==> config.mk <==
export PLATFORM = sky130hd
export DESIGN_NAME = ultra_sonic_responder_flat
export DESIGN_NICKNAME = d
export VERILOG_FILES = /design/src/rtl/ultra_sonic_responder_if.sv /design/src/rtl/ultra_sonic_responder.sv /design/src/flat_wrapper.sv
export SDC_FILE = /design/constraint.sdc
export NUM_CORES = 1
export LEC_CHECK = 0
export CORE_UTILIZATION = 50
export DETAILED_ROUTE_END_ITERATION = 8
export PLACE_DENSITY = 0.76
export SLEW_MARGIN = 20
export SYNTH_ARGS = -nofsm -noshare
export SYNTH_HDL_FRONTEND = slang
export SYNTH_SLANG_ARGS = --single-unit
==> constraint.sdc <==
create_clock -name clk -period 6.2 [get_ports clk]
set_input_delay 1.55 -clock clk [delete_from_list [all_inputs] [get_ports clk]]
set_output_delay 1.55 -clock clk [all_outputs]
set_load 0.01 [all_outputs]
==> src/rtl/ultra_sonic_responder_if.sv <==
// Host-side write port of the ultrasonic responder: loads the echo length register.
// Handshake: write_valid qualifies write_data for exactly the cycles it is high; there is
// no ready, because the slave accepts every valid cycle in every state with no back-pressure.
interface ultra_sonic_responder_if #(
  parameter int COUNT_WIDTH = 32
);
  logic [COUNT_WIDTH-1:0] write_data;
  logic                   write_valid;

  modport master (
    output write_data,
    output write_valid
  );

  modport slave (
    input write_data,
    input write_valid
  );
endinterface

==> src/rtl/ultra_sonic_responder.sv <==
// HC-SR04 style responder: qualifies a trigger pulse, waits the burst delay, then drives
// echo high for the host-programmed number of cycles, followed by a dead holdoff window.
module ultra_sonic_responder #(
  parameter int COUNT_WIDTH = 32,
  parameter int TRIG_MIN    = 500,
  parameter int BURST_DELAY = 10000,
  parameter int TIMEOUT     = 1900000,
  parameter int HOLDOFF     = 50000,
  parameter int DEFAULT_LEN = 5800
) (
  input  logic                   clk,
  input  logic                   reset,
  input  logic                   trigger,
  ultra_sonic_responder_if.slave bus,
  output logic                   echo,
  output logic                   busy,
  output logic                   done,
  output logic                   runt,
  output logic [2:0]             state_o
);

  localparam int MAX_A   = (TRIG_MIN > BURST_DELAY) ? TRIG_MIN : BURST_DELAY;
  localparam int MAX_CNT = (MAX_A > HOLDOFF) ? MAX_A : HOLDOFF;
  localparam int CNT_W   = $clog2(MAX_CNT + 1);

  typedef enum logic [2:0] {
    S_IDLE      = 3'd0,
    S_TRIG_HIGH = 3'd1,
    S_BURST     = 3'd2,
    S_ECHO      = 3'd3,
    S_HOLDOFF   = 3'd4
  } state_t;

  state_t                 state_q, state_d;
  logic                   sync1_q, trig_s_q, trig_q;
  logic [CNT_W-1:0]       trig_cnt_q, trig_cnt_d;
  logic [CNT_W-1:0]       cnt_q, cnt_d;
  logic [COUNT_WIDTH-1:0] ecnt_q, ecnt_d;
  logic [COUNT_WIDTH-1:0] len_q, len_d;
  logic [COUNT_WIDTH-1:0] act_len;
  logic                   echo_q, echo_d;
  logic                   busy_q, busy_d;
  logic                   done_q, done_d;
  logic                   runt_q, runt_d;

  // A zero length means "no object": the sensor reports its maximum echo instead.
  assign act_len = (len_q == '0) ? COUNT_WIDTH'(TIMEOUT) : len_q;

  always_comb begin
    state_d    = state_q;
    trig_cnt_d = trig_cnt_q;
    cnt_d      = cnt_q;
    ecnt_d     = ecnt_q;
    echo_d     = echo_q;
    done_d     = 1'b0;
    runt_d     = 1'b0;
    len_d      = bus.write_valid ? bus.write_data : len_q;

    case (state_q)
      S_IDLE: begin
        if (trig_s_q && !trig_q) begin
          state_d    = S_TRIG_HIGH;
          trig_cnt_d = CNT_W'(1);
        end
      end
      S_TRIG_HIGH: begin
        if (trig_s_q) begin
          if (trig_cnt_q != '1) trig_cnt_d = trig_cnt_q + CNT_W'(1);
        end else if (trig_cnt_q >= CNT_W'(TRIG_MIN)) begin
          state_d = S_BURST;
          cnt_d   = '0;
        end else begin
          state_d = S_IDLE;
          runt_d  = 1'b1;
        end
      end
      S_BURST: begin
        if (cnt_q == CNT_W'(BURST_DELAY - 1)) begin
          state_d = S_ECHO;
          echo_d  = 1'b1;
          ecnt_d  = act_len;
        end else begin
          cnt_d = cnt_q + CNT_W'(1);
        end
      end
      S_ECHO: begin
        if (ecnt_q == COUNT_WIDTH'(1)) begin
          state_d = S_HOLDOFF;
          echo_d  = 1'b0;
          done_d  = 1'b1;
          cnt_d   = '0;
        end else begin
          ecnt_d = ecnt_q - COUNT_WIDTH'(1);
        end
      end
      S_HOLDOFF: begin
        if (cnt_q == CNT_W'(HOLDOFF - 1)) begin
          state_d = S_IDLE;
        end else begin
          cnt_d = cnt_q + CNT_W'(1);
        end
      end
      default: state_d = S_IDLE;
    endcase

    busy_d = (state_d != S_IDLE);
  end

  always_ff @(posedge clk or posedge reset) begin
    if (reset) begin
      sync1_q    <= 1'b0;
      trig_s_q   <= 1'b0;
      trig_q     <= 1'b0;
      state_q    <= S_IDLE;
      trig_cnt_q <= '0;
      cnt_q      <= '0;
      ecnt_q     <= '0;
      len_q      <= COUNT_WIDTH'(DEFAULT_LEN);
      echo_q     <= 1'b0;
      busy_q     <= 1'b0;
      done_q     <= 1'b0;
      runt_q     <= 1'b0;
    end else begin
      sync1_q    <= trigger;
      trig_s_q   <= sync1_q;
      trig_q     <= trig_s_q;
      state_q    <= state_d;
      trig_cnt_q <= trig_cnt_d;
      cnt_q      <= cnt_d;
      ecnt_q     <= ecnt_d;
      len_q      <= len_d;
      echo_q     <= echo_d;
      busy_q     <= busy_d;
      done_q     <= done_d;
      runt_q     <= runt_d;
    end
  end

  assign echo    = echo_q;
  assign busy    = busy_q;
  assign done    = done_q;
  assign runt    = runt_q;
  assign state_o = state_q;

endmodule

==> src/flat_wrapper.sv <==
// flat-port wrapper written by rule: the top's interface ports become plain ports
module ultra_sonic_responder_flat 
#(
  parameter int COUNT_WIDTH = 32,
  parameter int TRIG_MIN    = 500,
  parameter int BURST_DELAY = 10000,
  parameter int TIMEOUT     = 1900000,
  parameter int HOLDOFF     = 50000,
  parameter int DEFAULT_LEN = 5800
)
  (clk, reset, trigger, echo, busy, done, runt, state_o, bus_write_data, bus_write_valid);
  ultra_sonic_responder_if #(.COUNT_WIDTH(COUNT_WIDTH)) bus_i ();
  input  logic clk;
  input  logic reset;
  input  logic trigger;
  output logic echo;
  output logic busy;
  output logic done;
  output logic runt;
  output logic [2:0] state_o;
  input wire logic [$bits(bus_i.write_data)-1:0] bus_write_data;
  input wire logic [$bits(bus_i.write_valid)-1:0] bus_write_valid;
  assign bus_i.write_data = bus_write_data;
  assign bus_i.write_valid = bus_write_valid;
  ultra_sonic_responder #(.COUNT_WIDTH(COUNT_WIDTH), .TRIG_MIN(TRIG_MIN), .BURST_DELAY(BURST_DELAY), .TIMEOUT(TIMEOUT), .HOLDOFF(HOLDOFF), .DEFAULT_LEN(DEFAULT_LEN)) u_core (.clk(clk), .reset(reset), .trigger(trigger), .bus(bus_i), .echo(echo), .busy(busy), .done(done), .runt(runt), .state_o(state_o));
endmodule
==> flow_summary.json <==
{
  "outcome": "finished, final reports clean",
  "syn-cell-area_mm2": 0.00567,
  "grt_usage_pct": 24.3,
  "avgSynthCellArea_um2": 9.59,
  "io-pin-count": 43,
  "endpoint_kind": "output port",
  "grt_max_degree": 70,
  "start_util_pct": 51.8,
  "hold_viol_final": 0,
  "clock-sinks": 106,
  "tns_ns": 0,
  "synth_top_family_by_area": "simple AND/OR/NAND/NOR gates",
  "r2r_start": "u_core.ecnt_q[15]",
  "hpwl_mm": 9.01,
  "cp_slowest_cell": "clkdlybuf4s50_1",
  "clock_path_buffers": 2,
  "place_ws_ns": 3.00,
  "cts_tree": "yes",
  "cap_violations": 0,
  "slew_headroom_pct": 41.5,
  "syn_nets": 632,
  "hold_path_startpoint": "u_core.sync1_q",
  "grt_pass1_wl_mm": 22.3,
  "vdd_ir_drop_max_mv": 0.133,
  "hp-class": "reg -> reg",
  "p_leak_nw": 2.73,
  "worst-path-buf-inv": 1,
  "skew_ns": 0.00613,
  "final_area_mm2": 0.00646,
  "period_share_pct": 50.1,
  "finalNonFillerCells": 767,
  "fin_ws_ns": 3.09,
  "ys_seq_elements": 106,
  "drc": 0,
  "post_cts_buffers": 0,
  "synth_async_sr_flop_share_pct": 100,
  "startpoint": "u_core.state_o[1]",
  "netlist-cell-type-count": 63,
  "layout_common_cells": "100 x dfrtp_1, 54 x nor2_1, 47 x nand2_1, 47 x o21ai_0, 42 x clkdlybuf4s50_1",
  "synthCells": 591,
  "placed_area_mm2": 0.00620,
  "io_buffers": 42,
  "via_per_inst": 6.37,
  "antenna_cells": 0,
  "place_inst": 751,
  "rrSetupSlack_ns": 3.13,
  "die_w_um": 108,
  "ff2ff_path_depth": 6,
  "synth-compound-area-share_pct": 15.9,
  "max_freq_ghz": 0.322,
  "worstReg2RegEnd": "u_core.cnt_q[7]",
  "tightest_slew_ns": 0.875,
  "cts_max_level": 3,
  "wl_per_cell_um": 17.4,
  "gr-total-overflow": 0,
  "hold_path_depth": 0,
  "critPathArrivalTime_ns": 1.56,
  "design.core.area_mm2": 0.0109,
  "final_nets": 663,
  "dr.pass1.iters": 6,
  "synthXorXnorAreaFrac_pct": 2.47,
  "insertion_delay_ns": 0.35,
  "die_y_um": 108,
  "setup_viol": 0,
  "crit_chain": "clkdlybuf4s50_1",
  "drive_gt1_share_pct": 12.8,
  "min_to": "u_core.trig_s_q",
  "first_iter_violations": 369,
  "ys_warn_count": 0,
  "dieArea_mm2": 0.0118,
  "cp_slowest_stage_delay_ns": 0.62,
  "crit_required_ns": 4.65,
  "antenna_found_initial": 0,
  "post-route-util_pct": 59.1,
  "synth_edf_count": 0,
  "fp-row-count": 38,
  "numCtsBuffers": 9,
  "synth_fa_ha_area_share_pct": 1.10,
  "power.density_mw_per_mm2": 216,
  "start_kind": "register",
  "routed_wl_mm": 13.3,
  "path_class": "reg -> out",
  "clkTransAtPathRegs_ns": 0.07,
  "ant_nets": 0,
  "power_mw": 1.40,
  "whs_ns": 0.396,
  "synth_simple_gate_area_share_pct": 24.3,
  "ys.flop_type": "dfrtp_1",
  "area_growth_pct": 14.0,
  "hold_buffers": 0,
  "layout_commonest_cell": "dfrtp_1",
  "yosysSeqAreaShare_pct": 46.9,
  "path_max_fanout": 14,
  "grt_pass1_vias": 4556,
  "rsz0062_at_grt": "false",
  "slew_violations": 0,
  "cts.repair.resized": 0,
  "root_buffer": "clkbuf_16",
  "fin_crit_ns": 3.11,
  "vias": 4889,
  "muxShareOfSynthArea_pct": 6.53,
  "crit_family": "buffers and inverters",
  "gp_congestion": 0.856
}
## cells by family after synthesis
| group | count (synthesis) |
|---|---|
| mux | 33 |
| compound gates | 143 |
| xor+xnor | 16 |
| buf+inv | 39 |
| flops | 106 |
| simple gates | 249 |
| fa+ha+maj | 5 |
## area by class of cell
class                   instances  area [um^2]
clock buffers                  13          250
clock inverters                 3         15.0
fillers                       944         4470
inverters                      12         47.5
multi-input cells             446         2860
flip-flops and latches        106         2660
well taps                     140          175
repair buffers                 47          458
## worst max path at each step
stage | slack (ns) | endpoint | depth (start not counted)
2_1_floorplan | 1.87 | u_core.busy | 1
3_3_place_gp | 3.01 | u_core.len_q[12] | 3
3_5_place_dp | 3.00 | u_core.len_q[12] | 3
4_1_cts | 3.09 | state_o[1] | 1
5_1_grt | 2.90 | u_core.cnt_q[7] | 6
6_report | 3.09 | state_o[1] | 1
## synth_stat cells (12+ instances only)
| cell | count | area share [%] |
|---|---|---|
| nand3_1 | 25 | 2.2 |
| nor3_1 | 21 | 1.9 |
| a21oi_1 | 30 | 2.6 |
| nand2_1 | 47 | 3.1 |
| mux2_2 | 32 | 6.4 |
| clkbuf_1 | 18 | 1.2 |
| or3_1 | 13 | 1.4 |
| nor4_1 | 28 | 3.1 |
| o21ai_0 | 48 | 4.2 |
| inv_1 | 12 | 0.79 |
| nor2_1 | 54 | 3.6 |
| dfrtp_1 | 100 | 44 |
| nand4_1 | 14 | 1.5 |
## where the power goes
group / total (mW) / switching (mW) / internal [mW]
Sequential: 0.758 / 0.0324 / 0.725
Combinational: 0.114 / 0.0540 / 0.0604
Clock: 0.524 / 0.242 / 0.282
## flip-flops by register name (all words and copies together) (netlist names)
| register | count |
|---|---|
| u_core.busy | 1 |
| u_core.cnt_q | 16 |
| u_core.done | 1 |
| u_core.echo | 1 |
| u_core.ecnt_q | 32 |
| u_core.len_q | 32 |
| u_core.runt | 1 |
| u_core.state_o | 3 |
| u_core.sync1_q | 1 |
| u_core.trig_cnt_q | 16 |
| u_core.trig_q | 1 |
| u_core.trig_s_q | 1 |
## layer usage
metal / wire length (um) / vias to the layer above / track usage [%]
met3: 892 / 26 / 3.68
met4: 280 / 0 / 10.7
met1: 6010 / 2390 / 35.0
met2: 6140 / 200 / 36.2
li1: - / 2273 / -
met5: 0 / - / 0
Note: power is estimated with default switching activity, not from simulation.
